==> src/rtl/sram_port_arbiter.sv <==
// -----------------------------------------------------------------------------
// sram_port_arbiter
//
// Shares one single-port SRAM between two requesters, A and B.
// - The grant is combinational: x_ready rises in the same cycle as x_valid
//   when x wins.
// - Under contention the last-granted requester keeps the port for up to
//   MAX_BURST consecutive grants. The port then passes to the other requester.
// - Any cycle without a grant clears the run count.
// - A read returns its data exactly one cycle after the grant, on x_rvalid and
//   x_rdata. A write gets no response.
//
// Ports
//   clk                      single clock, rising edge
//   rst                      asynchronous reset, active low
//   a_valid/a_write/a_addr/a_wdata   requester A request
//   a_ready                  A granted this cycle
//   a_rvalid/a_rdata         A read response (rdata is 0 when rvalid is 0)
//   b_*                      same set of signals for requester B
//   sram_addr/sram_ren/sram_wen/sram_d   SRAM command (all 0 when idle)
//   sram_q                   SRAM read data, valid one cycle after sram_ren
// -----------------------------------------------------------------------------
module sram_port_arbiter #(
  parameter int WIDTH     = 32,
  parameter int DEPTH     = 32,
  parameter int MAX_BURST = 4,
  localparam int AW       = (DEPTH > 1) ? $clog2(DEPTH) : 1
) (
  input  logic             clk,
  input  logic             rst,
  input  logic             a_valid,
  input  logic             a_write,
  input  logic [AW-1:0]    a_addr,
  input  logic [WIDTH-1:0] a_wdata,
  output logic             a_ready,
  output logic             a_rvalid,
  output logic [WIDTH-1:0] a_rdata,
  input  logic             b_valid,
  input  logic             b_write,
  input  logic [AW-1:0]    b_addr,
  input  logic [WIDTH-1:0] b_wdata,
  output logic             b_ready,
  output logic             b_rvalid,
  output logic [WIDTH-1:0] b_rdata,
  output logic [AW-1:0]    sram_addr,
  output logic             sram_ren,
  output logic             sram_wen,
  output logic [WIDTH-1:0] sram_d,
  input  logic [WIDTH-1:0] sram_q
);

  // The run counter must be able to hold MAX_BURST itself.
  localparam int CW = (MAX_BURST > 1) ? $clog2(MAX_BURST + 1) : 1;
  localparam logic [CW-1:0] MAX_CNT  = CW'(MAX_BURST);
  localparam logic [CW-1:0] ONE_CNT  = CW'(1);
  localparam logic [CW-1:0] ZERO_CNT = CW'(0);

  typedef enum logic {
    REQ_A = 1'b0,
    REQ_B = 1'b1
  } req_e;

  req_e             last_r;
  req_e             last_nxt_s;
  logic [CW-1:0]    run_cnt_r;
  logic [CW-1:0]    run_cnt_nxt_s;
  logic             rd_pend_r;
  req_e             rd_id_r;

  logic             grant_raw_s;
  logic             grant_s;
  req_e             winner_s;
  req_e             other_s;
  logic             win_write_s;
  logic [AW-1:0]    win_addr_s;
  logic [WIDTH-1:0] win_wdata_s;

  // Requester that did not win the previous grant; used to hand over the port.
  always_comb begin
    other_s = REQ_A;
    case (last_r)
      REQ_A:   other_s = REQ_B;
      REQ_B:   other_s = REQ_A;
      default: other_s = REQ_A;
    endcase
  end

  // Arbitration: a lone requester always wins; under contention the run limit decides.
  always_comb begin
    grant_raw_s = 1'b0;
    winner_s    = REQ_A;
    case ({a_valid, b_valid})
      2'b10: begin
        grant_raw_s = 1'b1;
        winner_s    = REQ_A;
      end
      2'b01: begin
        grant_raw_s = 1'b1;
        winner_s    = REQ_B;
      end
      2'b11: begin
        grant_raw_s = 1'b1;
        if (run_cnt_r < MAX_CNT) begin
          winner_s = last_r;
        end else begin
          winner_s = other_s;
        end
      end
      default: begin
        grant_raw_s = 1'b0;
        winner_s    = REQ_A;
      end
    endcase
  end

  // Nothing is granted while reset is held, even though the inputs may toggle.
  assign grant_s = grant_raw_s & rst;

  // Select the command fields of the winning requester.
  always_comb begin
    win_write_s = 1'b0;
    win_addr_s  = {AW{1'b0}};
    win_wdata_s = {WIDTH{1'b0}};
    if (winner_s == REQ_B) begin
      win_write_s = b_write;
      win_addr_s  = b_addr;
      win_wdata_s = b_wdata;
    end else begin
      win_write_s = a_write;
      win_addr_s  = a_addr;
      win_wdata_s = a_wdata;
    end
  end

  // SRAM command and grant strobes. The bus is driven to zero on idle cycles.
  always_comb begin
    sram_addr = {AW{1'b0}};
    sram_ren  = 1'b0;
    sram_wen  = 1'b0;
    sram_d    = {WIDTH{1'b0}};
    a_ready   = 1'b0;
    b_ready   = 1'b0;
    if (grant_s) begin
      sram_addr = win_addr_s;
      a_ready   = (winner_s == REQ_A);
      b_ready   = (winner_s == REQ_B);
      if (win_write_s) begin
        sram_wen = 1'b1;
        sram_d   = win_wdata_s;
      end else begin
        sram_ren = 1'b1;
      end
    end else begin
      sram_addr = {AW{1'b0}};
    end
  end

  // Next state for the fairness tracker.
  // The run count saturates at MAX_BURST, so it cannot wrap during a long solo run.
  always_comb begin
    last_nxt_s    = last_r;
    run_cnt_nxt_s = run_cnt_r;
    if (grant_s) begin
      if (winner_s == last_r) begin
        if (run_cnt_r >= MAX_CNT) begin
          run_cnt_nxt_s = MAX_CNT;
        end else begin
          run_cnt_nxt_s = run_cnt_r + ONE_CNT;
        end
      end else begin
        last_nxt_s    = winner_s;
        run_cnt_nxt_s = ONE_CNT;
      end
    end else begin
      run_cnt_nxt_s = ZERO_CNT;
    end
  end

  // Fairness tracker registers.
  always_ff @(posedge clk or negedge rst) begin
    if (!rst) begin
      last_r    <= REQ_A;
      run_cnt_r <= ZERO_CNT;
    end else begin
      last_r    <= last_nxt_s;
      run_cnt_r <= run_cnt_nxt_s;
    end
  end

  // Pending read tracker.
  // Reset clears it, so a read in flight at reset never produces a response.
  always_ff @(posedge clk or negedge rst) begin
    if (!rst) begin
      rd_pend_r <= 1'b0;
      rd_id_r   <= REQ_A;
    end else begin
      rd_pend_r <= grant_s & ~win_write_s;
      rd_id_r   <= winner_s;
    end
  end

  // Route the SRAM read data only to the requester that issued the read.
  always_comb begin
    a_rvalid = 1'b0;
    b_rvalid = 1'b0;
    a_rdata  = {WIDTH{1'b0}};
    b_rdata  = {WIDTH{1'b0}};
    if (rd_pend_r) begin
      if (rd_id_r == REQ_B) begin
        b_rvalid = 1'b1;
        b_rdata  = sram_q;
      end else begin
        a_rvalid = 1'b1;
        a_rdata  = sram_q;
      end
    end else begin
      a_rvalid = 1'b0;
      b_rvalid = 1'b0;
    end
  end

  sram_port_arbiter_chk u_chk (
    .clk      (clk),
    .a_valid  (a_valid),
    .b_valid  (b_valid),
    .a_ready  (a_ready),
    .b_ready  (b_ready),
    .a_rvalid (a_rvalid),
    .b_rvalid (b_rvalid),
    .sram_ren (sram_ren),
    .sram_wen (sram_wen)
  );

endmodule

// -----------------------------------------------------------------------------
// sram_port_arbiter_chk
//
// Protocol properties of the arbiter. It has no outputs.
// Ports: clk, the request valids, the grant strobes, the response valids and
// the SRAM strobes.
// -----------------------------------------------------------------------------
module sram_port_arbiter_chk (
  input logic clk,
  input logic a_valid,
  input logic b_valid,
  input logic a_ready,
  input logic b_ready,
  input logic a_rvalid,
  input logic b_rvalid,
  input logic sram_ren,
  input logic sram_wen
);

  // At most one grant per cycle.
  ready_onehot: assert property (@(posedge clk) !(a_ready && b_ready));

  // The SRAM never sees a read and a write together.
  strobe_onehot: assert property (@(posedge clk) !(sram_ren && sram_wen));

  // A read response goes to one requester only.
  rvalid_onehot: assert property (@(posedge clk) !(a_rvalid && b_rvalid));

  // A grant only answers a live request.
  ready_needs_valid: assert property (@(posedge clk)
    (!a_ready || a_valid) && (!b_ready || b_valid));

endmodule

==> config.mk <==
export PLATFORM = sky130hd
export DESIGN_NAME = sram_port_arbiter
export DESIGN_NICKNAME = d
export VERILOG_FILES = /design/src/rtl/sram_port_arbiter.sv
export SDC_FILE = /design/constraint.sdc
export NUM_CORES = 1
export LEC_CHECK = 0
export ABC_AREA = 1
export CAP_MARGIN = 20
export CORE_AREA = 2 2 84 86
export CTS_CLUSTER_DIAMETER = 40
export DETAILED_ROUTE_END_ITERATION = 10
export DIE_AREA = 0 0 86 88
export HOLD_SLACK_MARGIN = 0.02
export PLACE_DENSITY = 0.81
export SYNTH_ARGS = -nofsm -noshare
export SYNTH_HDL_FRONTEND = slang
export SYNTH_SLANG_ARGS = --single-unit
==> constraint.sdc <==
create_clock -name clk -period 3.4 [get_ports clk]
set_input_delay 0.51 -clock clk [delete_from_list [all_inputs] [get_ports clk]]
set_output_delay 0.51 -clock clk [all_outputs]
set_load 0.01 [all_outputs]
## Word-level counts from Yosys, hierarchy flattened

Index checks and enable logic that the tools add are counted.

| storage, ports and cells | value |
|---|---|
| input port bits | 112 |
| logic and storage cells | 46 |
| register bits | 6 |

| cells by class | value |
|---|---|
| reduce and logical (&&, ||, !) cells | 2 |
| equality and inequality tests | 4 |
| muxes and demuxes | 27 |
| bitwise logic cells | 6 |
| $lt $le $gt $ge | 2 |
| add/sub/neg operators | 1 |

Operators with widths:

| cell | number |
|---|---|
| $mux W32 | 7 |
| $mux W1 | 13 |
| $mux W5 | 2 |
| $mux W3 | 3 |
| $eq A2 B2 Y1 const B | 2 |
| $not A1 Y1 | 4 |
| $pmux W1 S2 | 2 |
| $add A3 B1 Y3 const B | 1 |
| $ge A3 B3 Y1 const B | 1 |
| $lt A3 B3 Y1 const B | 1 |
| $reduce_or A3 Y1 | 1 |
| $and A1 B1 Y1 | 2 |
| $eq A2 B1 Y1 const B | 1 |
| $reduce_and A2 Y1 | 1 |
| $eq A1 B1 Y1 | 1 |

## Logic depth before layout (Yosys ltp)

| logic depth | value |
|---|---|
| depth in word-level cells | 7 |
| depth in mapped cells | 9 |

## Worst setup path before layout

OpenSTA, ideal clock, no wires.

| timing path | value |
|---|---|
| kind | input to output |
| start | in b_valid |
| end | out sram_d[1] |
| data required time | 2.890 ns |
| path buffers | 2 |
| arrival time | 1.327 ns |
| slack | 1.563 ns |
| cell stages on the path | 7 |
| cell sequence | buf_4 > nand2_1 > buf_2 > nand3_1 > nand2_1 > inv_1 > nor2_1 |

| on the way | value |
|---|---|
| longest elaborated chain between the ends | 5 |

Ends and longest elaborated chain:

| item | RTL line | source |
|---|---|---|
| start, declared | 38 | `input logic b_valid,` |
| $eq A2 B2 Y1 or $eq A2 B1 Y1 (tied branches) | 92 | `case ({a_valid, b_valid})` |
| $pmux W1 S2 or $reduce_or A3 Y1 (tied branches) | n/a |  |
| $mux W32 (tied with other cells) | 124 | `if (winner_s == REQ_B) begin` |
| $mux W32 or $and A1 B1 Y1 (tied branches) | 147, 117 |  |
| $mux W32 * | 143 | `if (grant_s) begin` |
| end, declared | 48 | `output logic [WIDTH-1:0] sram_d,` |

Mark *: on every way between the ends. The rest lies on a longest branch, timed or not.

## Worst setup path after layout

| timing path | value |
|---|---|
| start | in b_valid |
| end | out sram_d[8] |

The elaborated chain is that of the path after synthesis.

==> metrics.csv <==
stage,metric,value,unit
outcome,outcome,completed,
drt,drtIter0Drc,64,
drt,via_per_inst,4.41,
synth,post_synth_num_cell_types,21,
sta,slew_headroom,0.371,
floorplan,fp.coreArea,6640,sq um
drt,wl,7990,um
cts,cts_hold_buf,0,
setup_path,crit_path_start_kind,input port,
final_layout,fillers,626,
final_layout,finalNonFillerCells,635,
flow_run,max-cap-violations,0,
setup_path,crit_family,buffers and inverters,
floorplan,start_util,0.258,
sta,fin_crit_sh,0.911,
sta,post-route-min-period,3.10,ns
cts,htreeDepth,1,
setup_path,max_stage_delay,0.54,ns
final_layout,layout.nets,671,
cts,clk_path_buf_depth,2,
synth,synth.ff_latch_count,6,
cts,clock_latency,0.22,ns
drt,antenna_left,0,
drt,first_pass_iters,4,
setup_path,critPathKind,input port to output port,
setup_path,timing.critical_path.buf_inv,6,
synth,syn_area,1710,sq um
cts,cts_setup_buffers,0,
power,power.density,163,nW/um^2
grt,grt_pass1_vias,2649,
sta,tightest_slew,0.942,ns
setup_path,cp_slowest_cell,clkdlybuf4s50_1,
grt,grt-ovfl-total,0,
sta,finClkSkew,0.00152,ns
floorplan,num_rows,30,
synth,netlist_instances,348,
synth,seq_area_frac_synth,0.0876,
sta,rsz0062_at_grt,false,
cts,ctsRootBufferMaster,clkbuf_8,
place,io_buffers,218,
grt,antenna_found_initial,0,
cts,cts_tree,built,
floorplan,die_w,86,um
floorplan,die_y,88,um
place,place.gp.congestion,0.831,
power,ir_drop,0.000130,V
synth,synthTopCellsByArea,"nand3_1 (19%), inv_1 (18%), nor2_1 (16%)",
drt,route.detailed.drc,0,
cts,ctsResizeCount,0,
sta,tns,0,ns
synth,postSynthNetCount,462,
sta,finalSetupViolCount,0,
final_layout,regArea,150,sq um
synth,yosysWarnings,0,
final_layout,stdcell_area,4020,sq um
setup_path,crit_chain,"clkdlybuf4s50_1, buf_4, nand2_1, inv_1, nand2_2, buf_4, nand3_1, nand2_1, inv_1, nor2_2, clkdlybuf4s50_1",
setup_path,arrival,2.59,ns
cts,clk_pin_slew,0.04,ns
synth,synth_top_area_share,0.193,
final_layout,multi_input_area,1130,sq um
place,placed_area,3950,sq um
floorplan,dieArea,7570,sq um
sta,hold_violations,0,
setup_path,cp-end-kind,output port,
setup_path,path_max_fanout,32,
final_layout,drive_gt1_frac,0.0883,
place,place_inst,631,
grt,grt_max_degree,34,
grt,grt_util_all_layers,0.195,
place,hpwl,6560,um
sta,slew_violations,0,
final_layout,syn2layout_area_growth,134,%
final_layout,antenna_cells,0,
grt,grt_pass1_wl,12000,um
power,power_leakage,1.97,nW
sta,max_freq,323,MHz
setup_path,critPathRequiredTime,2.89,ns
synth,avgSynthCellArea,4.93,sq um
cts,cts_buffers,3,
drt,wl_per_cell,12.6,um
min_path,hp-class,register to register,
synth,yosys.area.top_type,nand3_1,
cts,cts.sinks,6,
floorplan,io_pins,219,
drt,vias,2799,
stage by stage:
step	power (W)	hold WS [ns]	setup slack [ns]	util
5_1_grt	0.000703	0.598	0.112	0.604
6_report	0.000654	0.563	0.303	0.604
3_5_place_dp	0.000549	0.547	0.301	0.594
2_1_floorplan	0.000287	0.214	1.56	-
3_3_place_gp	0.000541	0.537	0.359	0.594
4_1_cts	0.000658	0.564	0.299	0.600
metal layers:
layer  up-vias  GRT usage  part of all wire
li1       1433          -                 -
met1      1244      0.214              0.38
met2       106      0.371              0.53
met3        16     0.0386             0.070
met4         0     0.0678             0.022
met5         -          0                 0
cell families after synthesis:
logic type,after synthesis,share of synthesized area
AO/OA/AOI/OAI,4,0.0146
adder cells (fa/ha/maj),2,0.0146
buffers and inverters,103,0.252
flip-flops,6,0.0876
AND/OR/NAND/NOR,233,0.631
layout make-up:
| cell class | count | area share |
|---|---|---|
| clock buffer | 3 | 0.0103 |
| sequential | 6 | 0.0374 |
| multi-input combinational | 239 | 0.282 |
| inverter | 81 | 0.0757 |
| timing repair buffer | 226 | 0.570 |
| tap | 80 | 0.0249 |
layout by cell type (no fill, tap or decap):
master,Yosys,layout
nand2_2,2,2
nor2_1,71,71
a21oi_1,1,1
ha_1,2,2
nor2_2,31,31
buf_4,4,5
clkdlybuf4s50_1,0,218
dfrtp_1,6,6
nand2_4,1,1
nor3_1,1,1
inv_1,80,80
o211ai_1,2,2
inv_2,1,1
buf_12,0,2
buf_16,0,1
clkbuf_8,0,3
nand3_1,66,66
nand3_2,1,1
nand2_1,58,58
o21ai_0,1,1
nand3_4,2,2
sequential cells by signal, indices dropped and copies added, names as in the netlist:
signal and count:
rd_id_r 1, run_cnt_r 3, rd_pend_r 1, last_r 1
tightest hold or removal path: stages (launching register included):
cell and delay (ns):
dfrtp_1 0.39, nand2_1 0.07, o21ai_0 0.07
power breakdown:
part	leakage (nW)	switching [W]	total [W]	internal, W
logic	1.87	0.000207	0.000468	0.000262
registers	0.0789	0.00000399	0.0000813	0.0000773
clock network	0.0216	0.0000283	0.000104	0.0000758
worst paths after layout:
check | cells after the start | end | start | slack (ns)
max | 11 | sram_d[8] | b_valid | 0.30
min | 2 | last_r | last_r | 0.56
max reg2reg | 6 | rd_pend_r | last_r | 2.23
min reg2reg | 2 | last_r | last_r | 0.56
max in group asynchronous | 2 | run_cnt_r[2] | rst | 2.68
min in group asynchronous | 2 | last_r | rst | 0.61
Yosys cell counts:
cell	number
nand3_2	1
buf_1	3
nand2_1	58
nand3_1	66
a21oi_1	1
inv_2	1
o211ai_1	2
clkbuf_1	6
buf_4	4
ha_1	2
nand2_2	2
buf_2	6
nand3_4	2
dfrtp_1	6
o21ai_0	1
nor3_1	1
nand2_4	1
nor2_2	31
inv_1	80
nor2_1	71
buf_6	3
Note: power is estimated with default switching activity, not from simulation.
